$ cat src/rtl/knight_comm_pkg.sv
// Shared constants and state encodings for the Knight remote command link.
package knight_comm_pkg;

    localparam logic [7:0]  ACK_POS          = 8'hA5;
    localparam int          DEF_BAUD_DIV     = 434;
    localparam logic [19:0] DEF_TIMEOUT_CLKS = 20'd500000;

    typedef enum logic { WAIT_HI, WAIT_LO } asm_state_e;
    typedef enum logic { TX_IDLE, TX_BUSY } tx_state_e;

endpackage

$ cat src/rtl/uart_byte_rx.sv
// UART byte receiver: 2-flop synchronizer, mid-bit sampling, stop-bit check.
module uart_byte_rx
    import knight_comm_pkg::*;
#(
    parameter int BAUD_DIV = DEF_BAUD_DIV
) (
    input  logic       clk,
    input  logic       rst_n,
    input  logic       rx_i,
    output logic       busy_o,
    output logic       byte_rdy_o,
    output logic [7:0] data_o,
    output logic       stop_err_o
);

    localparam int CW = $clog2(BAUD_DIV + 1);
    localparam logic [CW-1:0] HALF = CW'(BAUD_DIV / 2);
    localparam logic [CW-1:0] FULL = CW'(BAUD_DIV);

    logic          sync1_q, sync2_q, prev_q;
    logic          busy_q;
    logic [CW-1:0] baud_q;
    logic [3:0]    idx_q;
    logic [7:0]    sh_q;
    logic          rdy_q, err_q;
    logic          start, sample;

    assign start  = !busy_q && prev_q && !sync2_q;
    assign sample = busy_q && (baud_q == CW'(1));

    always_ff @(posedge clk or negedge rst_n) begin
        if (!rst_n) begin
            sync1_q <= 1'b1;
            sync2_q <= 1'b1;
            prev_q  <= 1'b1;
            busy_q  <= 1'b0;
            baud_q  <= '0;
            idx_q   <= '0;
            sh_q    <= '0;
            rdy_q   <= 1'b0;
            err_q   <= 1'b0;
        end else begin
            sync1_q <= rx_i;
            sync2_q <= sync1_q;
            prev_q  <= sync2_q;
            rdy_q   <= 1'b0;
            err_q   <= 1'b0;
            if (start) begin
                busy_q <= 1'b1;
                baud_q <= HALF;
                idx_q  <= '0;
            end else if (busy_q) begin
                if (sample) begin
                    // idx 0 is the start bit, 1..8 data LSB first, 9 the stop bit
                    baud_q <= FULL;
                    idx_q  <= idx_q + 4'd1;
                    if (idx_q >= 4'd1 && idx_q <= 4'd8)
                        sh_q <= {sync2_q, sh_q[7:1]};
                    if (idx_q == 4'd9) begin
                        busy_q <= 1'b0;
                        if (sync2_q) rdy_q <= 1'b1;
                        else         err_q <= 1'b1;
                    end
                end else begin
                    baud_q <= baud_q - CW'(1);
                end
            end
        end
    end

    assign busy_o     = busy_q;
    assign byte_rdy_o = rdy_q;
    assign data_o     = sh_q;
    assign stop_err_o = err_q;

endmodule

$ cat src/rtl/knight_cmd_responder.sv
// Remote link endpoint: assembles 16-bit commands from byte pairs, sends 8-bit responses.
module knight_cmd_responder
    import knight_comm_pkg::*;
#(
    parameter int          BAUD_DIV     = DEF_BAUD_DIV,
    parameter logic [19:0] TIMEOUT_CLKS = DEF_TIMEOUT_CLKS
) (
    input  logic        clk,
    input  logic        rst_n,
    input  logic        RX,
    output logic        TX,
    output logic [15:0] cmd,
    output logic        cmd_rdy,
    input  logic        clr_cmd_rdy,
    input  logic [7:0]  resp,
    input  logic        trmt,
    output logic        tx_done,
    output logic        frm_err
);

    localparam int BCW = (BAUD_DIV > 1) ? $clog2(BAUD_DIV) : 1;
    localparam logic [BCW-1:0] BLAST = BCW'(BAUD_DIV - 1);

    logic       rx_busy, rx_rdy, rx_err;
    logic [7:0] rx_data;

    uart_byte_rx #(.BAUD_DIV(BAUD_DIV)) u_rx (
        .clk       (clk),
        .rst_n     (rst_n),
        .rx_i      (RX),
        .busy_o    (rx_busy),
        .byte_rdy_o(rx_rdy),
        .data_o    (rx_data),
        .stop_err_o(rx_err)
    );

    // ---------------- command assembler ----------------
    asm_state_e  asm_q, asm_d;
    logic [7:0]  hi_q, hi_d;
    logic [19:0] tmo_q, tmo_d;
    logic [15:0] cmd_q, cmd_d;
    logic        rdy_q, rdy_d;
    logic        frm_q, frm_d;

    always_ff @(posedge clk or negedge rst_n) begin
        if (!rst_n) begin
            asm_q <= WAIT_HI;
            hi_q  <= '0;
            tmo_q <= '0;
            cmd_q <= '0;
            rdy_q <= 1'b0;
            frm_q <= 1'b0;
        end else begin
            asm_q <= asm_d;
            hi_q  <= hi_d;
            tmo_q <= tmo_d;
            cmd_q <= cmd_d;
            rdy_q <= rdy_d;
            frm_q <= frm_d;
        end
    end

    always_comb begin
        asm_d = asm_q;
        hi_d  = hi_q;
        tmo_d = tmo_q;
        cmd_d = cmd_q;
        rdy_d = rdy_q;
        frm_d = rx_err;
        if (clr_cmd_rdy) rdy_d = 1'b0;
        case (asm_q)
            WAIT_HI: begin
                if (rx_rdy) begin
                    hi_d  = rx_data;
                    tmo_d = '0;
                    rdy_d = 1'b0;
                    asm_d = WAIT_LO;
                end
            end
            WAIT_LO: begin
                // completing byte overrides a coincident clear
                if (rx_rdy) begin
                    cmd_d = {hi_q, rx_data};
                    rdy_d = 1'b1;
                    asm_d = WAIT_HI;
                end else if (rx_err) begin
                    asm_d = WAIT_HI;
                end else if (!rx_busy) begin
                    if (tmo_q == TIMEOUT_CLKS - 20'd1) begin
                        frm_d = 1'b1;
                        asm_d = WAIT_HI;
                    end else begin
                        tmo_d = tmo_q + 20'd1;
                    end
                end
            end
            default: asm_d = WAIT_HI;
        endcase
    end

    assign cmd     = cmd_q;
    assign cmd_rdy = rdy_q;
    assign frm_err = frm_q;

    // ---------------- response transmitter ----------------
    tx_state_e      tx_q, tx_d;
    logic [9:0]     sh_q, sh_d;
    logic [BCW-1:0] bcnt_q, bcnt_d;
    logic [3:0]     bitn_q, bitn_d;
    logic           done_q, done_d;

    always_ff @(posedge clk or negedge rst_n) begin
        if (!rst_n) begin
            tx_q   <= TX_IDLE;
            sh_q   <= '1;
            bcnt_q <= '0;
            bitn_q <= '0;
            done_q <= 1'b0;
        end else begin
            tx_q   <= tx_d;
            sh_q   <= sh_d;
            bcnt_q <= bcnt_d;
            bitn_q <= bitn_d;
            done_q <= done_d;
        end
    end

    always_comb begin
        tx_d   = tx_q;
        sh_d   = sh_q;
        bcnt_d = bcnt_q;
        bitn_d = bitn_q;
        done_d = done_q;
        case (tx_q)
            TX_IDLE: begin
                if (trmt) begin
                    sh_d   = {1'b1, resp, 1'b0};
                    bcnt_d = '0;
                    bitn_d = '0;
                    done_d = 1'b0;
                    tx_d   = TX_BUSY;
                end
            end
            TX_BUSY: begin
                // ones shift in behind the frame, so the line rests high afterwards
                if (bcnt_q == BLAST) begin
                    bcnt_d = '0;
                    sh_d   = {1'b1, sh_q[9:1]};
                    if (bitn_q == 4'd9) begin
                        done_d = 1'b1;
                        tx_d   = TX_IDLE;
                    end else begin
                        bitn_d = bitn_q + 4'd1;
                    end
                end else begin
                    bcnt_d = bcnt_q + BCW'(1);
                end
            end
            default: tx_d = TX_IDLE;
        endcase
    end

    assign TX      = sh_q[0];
    assign tx_done = done_q;

endmodule

$ cat config.mk
export PLATFORM = sky130hd
export DESIGN_NAME = knight_cmd_responder
export DESIGN_NICKNAME = d
export VERILOG_FILES = /design/src/rtl/knight_comm_pkg.sv /design/src/rtl/uart_byte_rx.sv /design/src/rtl/knight_cmd_responder.sv
export SDC_FILE = /design/constraint.sdc
export NUM_CORES = 1
export LEC_CHECK = 0
export CAP_MARGIN = 20
export CORE_UTILIZATION = 25
export CTS_BUF_LIST = sky130_fd_sc_hd__clkbuf_4 sky130_fd_sc_hd__clkbuf_8
export DETAILED_ROUTE_END_ITERATION = 10
export RECOVER_POWER = 50
export SLEW_MARGIN = 20
export SYNTH_ARGS = -nofsm -noshare
export SYNTH_HDL_FRONTEND = slang
export SYNTH_SLANG_ARGS = --single-unit
$ cat constraint.sdc
create_clock -name clk -period 2.9 [get_ports clk]
set_clock_uncertainty 0.2 [all_clocks]
set_input_delay 0.58 -clock clk [delete_from_list [all_inputs] [get_ports clk]]
set_output_delay 0.58 -clock clk [all_outputs]
set_load 0.005 [all_outputs]
==> flow_summary.ini, run 1 <==
[status]
status = finished, violations left
violations = DRC, capacitance limit, slew limit

[sta]
max_freq_ghz = 0.377
finalSetupTns_ps = 0
min_period_over_period_pct = 91.4
final_period_minus_worst_setup_slack_ps = 2650
maxSlewViolCount = 27
rsz0062_at_grt = false
hold_ws_ps = 173
tightestPinTransition_ps = 1570
setup_viol = 0
hold_violations = 0
maxSlewHeadroom_pct = -4.99

[worst_setup_path]
r2r-end = tmo_q[8]$_DFFE_PN0P_
crit_family = compound AO/OA/AOI/OAI gates
startpoint_type = flop
critPathLaunch = asm_q$_DFF_PN0_
cp.required_ps = 2970
crit_chain = or3b_2 -> nor2_2 -> o21a_1 -> a21oi_2 -> a221o_1
worstReg2RegStart = asm_q$_DFF_PN0_
crit_path_max_fanout = 18
end_kind = flop
setup.worst_path.end = tmo_q[8]$_DFFE_PN0P_
max_stage_delay_ps = 590
r2r_slack_ps = 250
reg2regPathDepth = 5
slowest_stage = o21a_1
cp.depth = 5
critPathArrivalTime_ps = 2720
critPathKind = reg2reg
path_buf_inv = 0

[floorplan]
dieArea_um2 = 19100
start_util_pct = 25.7
fp.coreArea_um2 = 18100
row_count = 49
die_y_um = 138
fp.dieW_um = 138
ioPinCount = 33

[synthesis]
synth_area_um2 = 4640
synthCells = 432
yosys_warnings = 0
synth_nets = 455
synth_edf_count = 0
netlist-cell-type-count = 58
synth_top_flop_cell = dfrtp_1
yosysSeqAreaShare_pct = 53.2
synthArstFlopShare_pct = 100
ys_ff_latch = 98
synth_area_per_cell_um2 = 10.7

[global_routing]
antenna_found_initial = 0
grt_pass1_vias = 3301
grt_usage_pct = 10.3
overflow = 0
grt_pass1_wl_um = 16100
grt_max_degree = 45

[routing]
routed_wl_um = 9190
viasPerCell = 4.82
drcViolationCount = 8
wl_per_cell_um = 13.1
vias = 3380
detail_route.first_pass.iterations = 7
initialDrtViolationCount = 220
ant_nets = 0

[cells_and_area]
multi_input_area_um2 = 2030
layout-drive-gt1-share_pct = 16.7
antennaDiodeCount = 0
register_area_um2 = 2470
fill_cells = 1829
syn2layout_area_growth_pct = 17.1
final_cells = 701
finalNetCount = 490

[cts]
cts_tree = done
clock_latency_ps = 380
cts_buffers = 9
htreeDepth = 3
post_cts_buffers = 0
root_buffer = clkbuf_8
clock_sinks = 98
cts_max_path_buffers = 2
clkSlewWorstSetupHoldPaths_ps = 100

[place]
hpwl_um = 6280
routabilityCongestion = 0.809
port_buffers = 32
dp_cells = 683

[power]
p_per_area_nw_per_um2 = 497
ir_drop_v = 0.000227
leakage_uw = 0.00248

[hold_path]
worstHoldPathType = reg2reg

[job]
cap_viol_max_count = 1
report_power, final:
group | total (µW) | switching (µW) | internal (µW)
Sequential | 1530 | 86.4 | 1440
Combinational | 296 | 150 | 146
Clock | 873 | 521 | 352
Total | 2700 | 757 | 1940
synth_stat cells, types with 4 or more instances:
cell	number	area, µm²
dfrtp_1	86	2150
nand2_1	48	180
mux2_2	31	349
o21ai_0	29	145
nor2_1	20	75.1
nand3_1	19	95.1
inv_1	15	56.3
nor3_1	14	70.1
and3_1	13	81.3
dfstp_2	12	315
a21oi_1	11	55.1
ha_1	10	125
mux2i_1	10	100
nand4_1	10	62.6
clkbuf_1	9	33.8
a211o_1	7	61.3
nor4_1	7	43.8
a22o_1	5	43.8
or3_1	5	31.3
xnor2_1	5	43.8
nand2b_1	4	25.0
o31ai_1	4	30.0
cells in the final DEF, fill, tap and decap left out, types with 10 or more instances in the layout:
cell type	Yosys	routed
a21oi_1	11	11
and3_1	13	13
clkbuf_8	0	10
clkdlybuf4s50_1	0	30
dfrtp_1	86	86
dfstp_2	12	11
ha_1	10	10
inv_1	15	15
mux2_2	31	31
mux2i_1	10	10
nand2_1	48	48
nand3_1	19	19
nand4_1	10	10
nor2_1	20	20
nor3_1	14	14
o21ai_0	29	29
worst min path at each step:
stage	startpoint	end	slack [ps]	cells after the start
finish	u_rx.sync1_q$_DFF_PN1_	u_rx.sync2_q$_DFF_PN1_	170	0
global route	u_rx.sync1_q$_DFF_PN1_	u_rx.sync2_q$_DFF_PN1_	180	0
global placement	u_rx.sync1_q$_DFF_PN1_	u_rx.sync2_q$_DFF_PN1_	150	0
CTS	u_rx.sync1_q$_DFF_PN1_	u_rx.sync2_q$_DFF_PN1_	170	0
detailed placement	u_rx.sync1_q$_DFF_PN1_	u_rx.sync2_q$_DFF_PN1_	150	0
floorplan	rst_n	asm_q$_DFF_PN0_	80	0
area by class of cell:
type                            count  share of cell area (%)
Clock buffer                       10                    2.53
Clock inverter                      6                   0.991
Inverter                           15                    1.04
Multi-Input combinational cell    302                    37.4
Sequential cell                    98                    45.4
Tap cell                          229                    5.28
Timing Repair Buffer               41                    7.30
metrics by stage:
stage | total power (µW) | area, µm² | utilization [%] | setup slack, ps
6_report | 2700 | 5430 | 30.0 | 249
5_1_grt | 2860 | 5430 | 30.0 | 83.8
4_1_cts | 2740 | 5430 | 30.0 | 291
3_5_place_dp | 1850 | 5230 | 28.9 | 319
3_3_place_gp | 1830 | 5230 | 28.9 | 388
2_1_floorplan | 1740 | 4640 | - | 721
logic make-up after synthesis:
kind of cell | Yosys count | synth area share, %
buffers and inverters | 32 | 2.99
muxes | 41 | 9.68
and+or+nand+nor | 161 | 18.0
xor gates and xnor gates | 8 | 1.51
DFF | 98 | 53.2
AOI/OAI and AO/OA | 82 | 12.0
adders and majority gates | 10 | 2.70
routing by layer:
layer	track usage (%)	wire, µm	vias up
met1	13.3	4330	1673
met5	0	0	-
met2	16.6	4340	58
li1	-	-	1635
met3	2.74	375	14
met4	3.78	140	0
repair_timing:
action / 4_1_cts / 5_1_grt
hold buffers: 1 / 0
endpoints found under the setup margin: 0 / 0
hold endpoints to repair: 25 / 0
gates resized for setup: 0 / 0
sequential cells by signal (all words and copies together) (netlist names), 4 cells and up:
signal / cells
sh_q: 9
hi_q: 8
bitn_q: 4
u_rx.baud_q: 9
bcnt_q: 9
u_rx.idx_q: 4
u_rx.data_o: 8
tmo_q: 20
cmd: 16
Note: power is estimated with default switching activity, not from simulation.
==> run 2, diff against run 1 <==
CELL_PAD_IN_SITES_DETAIL_PLACEMENT = 1   (was default)
CELL_PAD_IN_SITES_GLOBAL_PLACEMENT = 1   (was default)
GPL_TIMING_DRIVEN = 1   (was default)
PLACE_DENSITY_LB_ADDON = 0.1   (was default)
clock period = 3.2 ns   (was 2.9 ns; I/O delays follow)
==> run 2 against run 1 <==
Effect of this change:
- hold slack gained 0.50 ps
- first-iteration DRC count fell by 54%
- core utilization about the same
- count of clock-buffer cells in the layout down 1
- sequential cell count did not move
- the run ends with DRC left
- sequential power shrank 9%
- global-route usage is 2.4 points higher
- sequential share of layout area barely moved
- largest cell class unchanged
- routed wire length up 20%
- critical path type unchanged
==> flow_summary.ini, run 2 (synthesis results as in run 1) <==
[worst_setup_path]
startpoint_type = flop
reg2regPathDepth = 5
cp.required_ps = 3270
critPathArrivalTime_ps = 2800
r2r_slack_ps = 470
end_kind = flop
critPathKind = reg2reg
r2r-end = tmo_q[8]$_DFFE_PN0P_
worstReg2RegStart = asm_q$_DFF_PN0_
crit_path_max_fanout = 18

[cells_and_area]
layout_common_cells = dfrtp_1, nand2_1, mux2_2, clkdlybuf4s50_1, o21ai_0
layout-drive-gt1-share_pct = 16.7
fin_util_pct = 30.0
largest_reg_flops = 20
regMostFlops = tmo_q
syn2layout_area_growth_pct = 17.0
antennaDiodeCount = 0
final_common_cell = dfrtp_1
finalNetCount = 491

[cts]
root_buffer = clkbuf_8
cts_buffers = 9
cts_max_path_buffers = 2
htreeDepth = 3
clock_sinks = 98
clkSlewWorstSetupHoldPaths_ps = 110
clock_latency_ps = 390
cts_tree = done

[job]
cap_viol_max_count = 0

[place]
port_buffers = 32
routabilityCongestion = 0.735
hpwl_um = 7480

[floorplan]
fp.coreArea_um2 = 18100
row_count = 49
fp.dieW_um = 138
die_y_um = 138
dieArea_um2 = 19100
ioPinCount = 33
start_util_pct = 25.7

[sta]
maxSlewHeadroom_pct = 1.68
min_period_over_period_pct = 85.3
setup_viol = 0
tightestPinTransition_ps = 1470
hold_violations = 0
maxSlewViolCount = 0
final_period_minus_worst_setup_slack_ps = 2730
max_freq_ghz = 0.366
finalSetupTns_ps = 0
rsz0062_at_grt = false
hold_ws_ps = 174

[global_routing]
grt_pass1_wl_um = 19400
antenna_found_initial = 0
grt_usage_pct = 12.8
overflow = 0
grt_pass1_vias = 3606
grt_max_degree = 46

[hold_path]
whs_path_depth = 0
hold_start = u_rx.sync1_q$_DFF_PN1_
worstHoldPathType = reg2reg
hold_end = u_rx.sync2_q$_DFF_PN1_

[power]
internal-power_uw = 1750
ir_drop_v = 0.000167
power_frac_comb_pct = 10.2
p_seq_share_pct = 55.9
p_per_area_nw_per_um2 = 457
power.switching_uw = 736
swShare_pct = 29.7
total_power_uw = 2480
leakage_uw = 0.00248
clockPowerShare_pct = 33.9

[status]
status = finished, violations left
violations = DRC

[routing]
detail_route.first_pass.iterations = 7
vias = 3401
wl_per_cell_um = 15.8
routed_wl_um = 11100
drcViolationCount = 1
ant_nets = 0
initialDrtViolationCount = 102
viasPerCell = 4.84
## run 2: power groups by stage
| stage | Combinational, µW | Clock, µW | Sequential, µW |
|---|---|---|---|
| after floorplan | 186 | 0 | 1390 |
| after global placement | 264 | 0 | 1410 |
| after detailed placement | 268 | 0 | 1410 |
| after CTS | 268 | 886 | 1390 |
| after global routing | 297 | 927 | 1400 |
| final | 254 | 840 | 1390 |
## run 2: what timing repair did
| action | in CTS | in global routing |
|---|---|---|
| hold buffers | 1 | 0 |
| setup endpoints to repair | 0 | 0 |
| buffers inserted | 0 | 0 |
| resized for setup | 0 | 0 |
| hold endpoints to repair | 25 | 0 |
## run 2: metal layers
layer,global-route usage [%],vias up,wire [µm]
met1,17.2,1726,5570
met4,4.08,0,140
met5,0,-,0
met3,2.60,10,236
li1,-,1636,-
met2,20.5,29,5120
## run 2: layout make-up
cell class                      instances  area (µm²)
Timing Repair Buffer                   42         389
Tap cell                              229         287
Sequential cell                        98        2470
Inverter                               15        56.3
Fill cell                            2053       12700
Clock buffer                            9         124
Multi-Input combinational cell        302        2030
Clock inverter                          7        76.3
## run 2: stage by stage
stage | cells | setup WS, ps | cell area (µm²)
after floorplan | 432 | 1020 | 4640
after global placement | 685 | 488 | 5240
after detailed placement | 685 | 472 | 5240
after CTS | 702 | 470 | 5450
after global routing | 702 | 176 | 5430
final | 702 | 470 | 5430
## run 2: worst max path at each step
stage	start	end	cells after the start	slack [ps]
floorplan	u_rx.baud_q[2]$_DFFE_PN0P_	u_rx.baud_q[3]$_DFFE_PN0P_	4	1020
global placement	asm_q$_DFF_PN0_	tmo_q[8]$_DFFE_PN0P_	5	490
detailed placement	asm_q$_DFF_PN0_	tmo_q[8]$_DFFE_PN0P_	5	470
CTS	asm_q$_DFF_PN0_	tmo_q[8]$_DFFE_PN0P_	5	470
global route	rst_n	u_rx.byte_rdy_o$_DFF_PN0_	3	180
finish	asm_q$_DFF_PN0_	tmo_q[8]$_DFFE_PN0P_	5	470
## run 2: worst max-delay path, cell delays in order, from the launching register on
cell,delay [ps]
dfrtp_1,500
or3b_2,500
nor2_2,200
o21a_1,640
a21oi_2,190
a221o_1,390
==> run 3, diff against run 2 <==
RECOVER_POWER = 100   (was 50)
==> run 3 against run 2 <==
Effect of this change:
- the flow still finishes with violations (DRC)
- via count shrank 0.38%
- critical path depth unchanged
- largest power group unchanged
- sequential share of layout area increased by 0.34 points
- fmax decreased by 3.3%
==> flow_summary.ini, run 3 (synthesis results as in run 1) <==
[worst_setup_path]
max_stage_delay_ps = 650
worstReg2RegStart = asm_q$_DFF_PN0_
startpoint_type = flop
critPathArrivalTime_ps = 2900
crit_path_max_fanout = 18
end_kind = flop
crit_chain = or3b_2 -> nor2_1 -> o21a_1 -> a21oi_2 -> a221o_1
slowest_stage = o21a_1
r2r_slack_ps = 380
reg2regPathDepth = 5
r2r-end = tmo_q[8]$_DFFE_PN0P_
critPathKind = reg2reg
cp.required_ps = 3280

[routing]
met2WireLength_um = 5140
wl_met1_um = 5490
ant_nets = 0
top_layer = met4
wl_per_cell_um = 15.7
routed_wl_um = 11100
vias = 3388
drcViolationCount = 1
dr_wl_met3_um = 261
initialDrtViolationCount = 119
viasPerCell = 4.83
detail_route.first_pass.iterations = 7

[sta]
tightestPinTransition_ps = 1480
maxSlewViolCount = 0
finalSetupTns_ps = 0
max_freq_ghz = 0.354
setup_viol = 0
rsz0062_at_grt = false
hold_violations = 0
maxSlewHeadroom_pct = 1.54
min_period_over_period_pct = 88.2
final_period_minus_worst_setup_slack_ps = 2820

[cells_and_area]
register_area_um2 = 2470
largest_reg_flops = 20
layout-drive-gt1-share_pct = 15.2
fin_util_pct = 29.8
multi_input_area_um2 = 2000
final_common_cell = dfrtp_1
layout_common_cells = dfrtp_1, nand2_1, mux2_2, o21ai_0
design_area_um2 = 5390
finalNetCount = 491
antennaDiodeCount = 0
syn2layout_area_growth_pct = 16.2
regMostFlops = tmo_q
fill_cells = 2054

[power]
power_frac_comb_pct = 10.1
power.switching_uw = 734
internal-power_uw = 1740
p_per_area_nw_per_um2 = 460
p_seq_share_pct = 55.9
swShare_pct = 29.6
ir_drop_v = 0.000168
clockPowerShare_pct = 34.0
leakage_uw = 0.00254

[place]
port_buffers = 32
place_area_um2 = 5240
routabilityCongestion = 0.735
hpwl_um = 7480

[floorplan]
dieArea_um2 = 19100
ioPinCount = 33
fp.coreArea_um2 = 18100
row_count = 49
fp.dieW_um = 138
die_y_um = 138
start_util_pct = 25.7

[job]
cap_viol_max_count = 0

[status]
violations = DRC
status = finished, violations left

[hold_path]
hold_end = u_rx.sync2_q$_DFF_PN1_
whs_path_depth = 0
hold_start = u_rx.sync1_q$_DFF_PN1_
worstHoldPathType = reg2reg

[cts]
htreeDepth = 3
cts_max_path_buffers = 2
root_buffer = clkbuf_8
clock_latency_ps = 390
cts_tree = done
clock_sinks = 98
cts_buffers = 9
clkSlewWorstSetupHoldPaths_ps = 110
post_cts_buffers = 0

[global_routing]
grt_max_degree = 46
antenna_found_initial = 0
grt_pass1_vias = 3606
overflow = 0
grt_pass1_wl_um = 19400
grt_usage_pct = 12.8
run 3: metal layers:
metal / GRT usage [%] / vias to the layer above
li1: - / 1634
met4: 4.08 / 0
met3: 2.60 / 11
met2: 20.5 / 33
met1: 17.2 / 1710
met5: 0 / -
run 3: what timing repair did:
action / in CTS / in global routing
setup endpoints to repair: 0 / 0
endpoints found under the hold margin: 25 / 0
gates resized for setup: 0 / 0
hold buffers: 1 / 0
run 3: per-stage QoR:
stage          setup slack (ps)  instances  hold WS, ps  power, µW
6_report                    377        702          173       2480
5_1_grt                     176        702          186       2620
4_1_cts                     470        702          171       2540
3_5_place_dp                472        685          157       1680
3_3_place_gp                488        685          149       1670
2_1_floorplan              1020        432          144       1580
run 3: power by group through the flow:
stage / clock (µW) / combinational [µW] / sequential, µW
3_5_place_dp: 0 / 268 / 1410
2_1_floorplan: 0 / 186 / 1390
5_1_grt: 927 / 293 / 1400
6_report: 843 / 250 / 1380
3_3_place_gp: 0 / 264 / 1410
4_1_cts: 886 / 268 / 1390
run 3: worst max-delay path by stage:
stage                                          start  slack [ps]  depth (start not counted)                          to
after CTS                            asm_q$_DFF_PN0_         470                          5        tmo_q[8]$_DFFE_PN0P_
after detailed placement             asm_q$_DFF_PN0_         470                          5        tmo_q[8]$_DFFE_PN0P_
final                                asm_q$_DFF_PN0_         380                          5        tmo_q[8]$_DFFE_PN0P_
after global routing                           rst_n         180                          3   u_rx.byte_rdy_o$_DFF_PN0_
after floorplan           u_rx.baud_q[2]$_DFFE_PN0P_        1020                          4  u_rx.baud_q[3]$_DFFE_PN0P_
after global placement               asm_q$_DFF_PN0_         490                          5        tmo_q[8]$_DFFE_PN0P_
run 3: worst max-delay path, delay by kind of cell (launching register included):
| family | cells | cell delay [ps] |
|---|---|---|
| compound gates | 3 | 1240 |
| flops | 1 | 500 |
| simple gates | 2 | 780 |
run 3: cell type report:
class                      instances  area share [%]
clock buffer                       9            2.30
clock inverter                     7            1.42
inverter                          15            1.04
multi-input combinational        302            37.1
sequential                        98            45.8
tap                              229            5.32
timing repair buffer              42            7.08
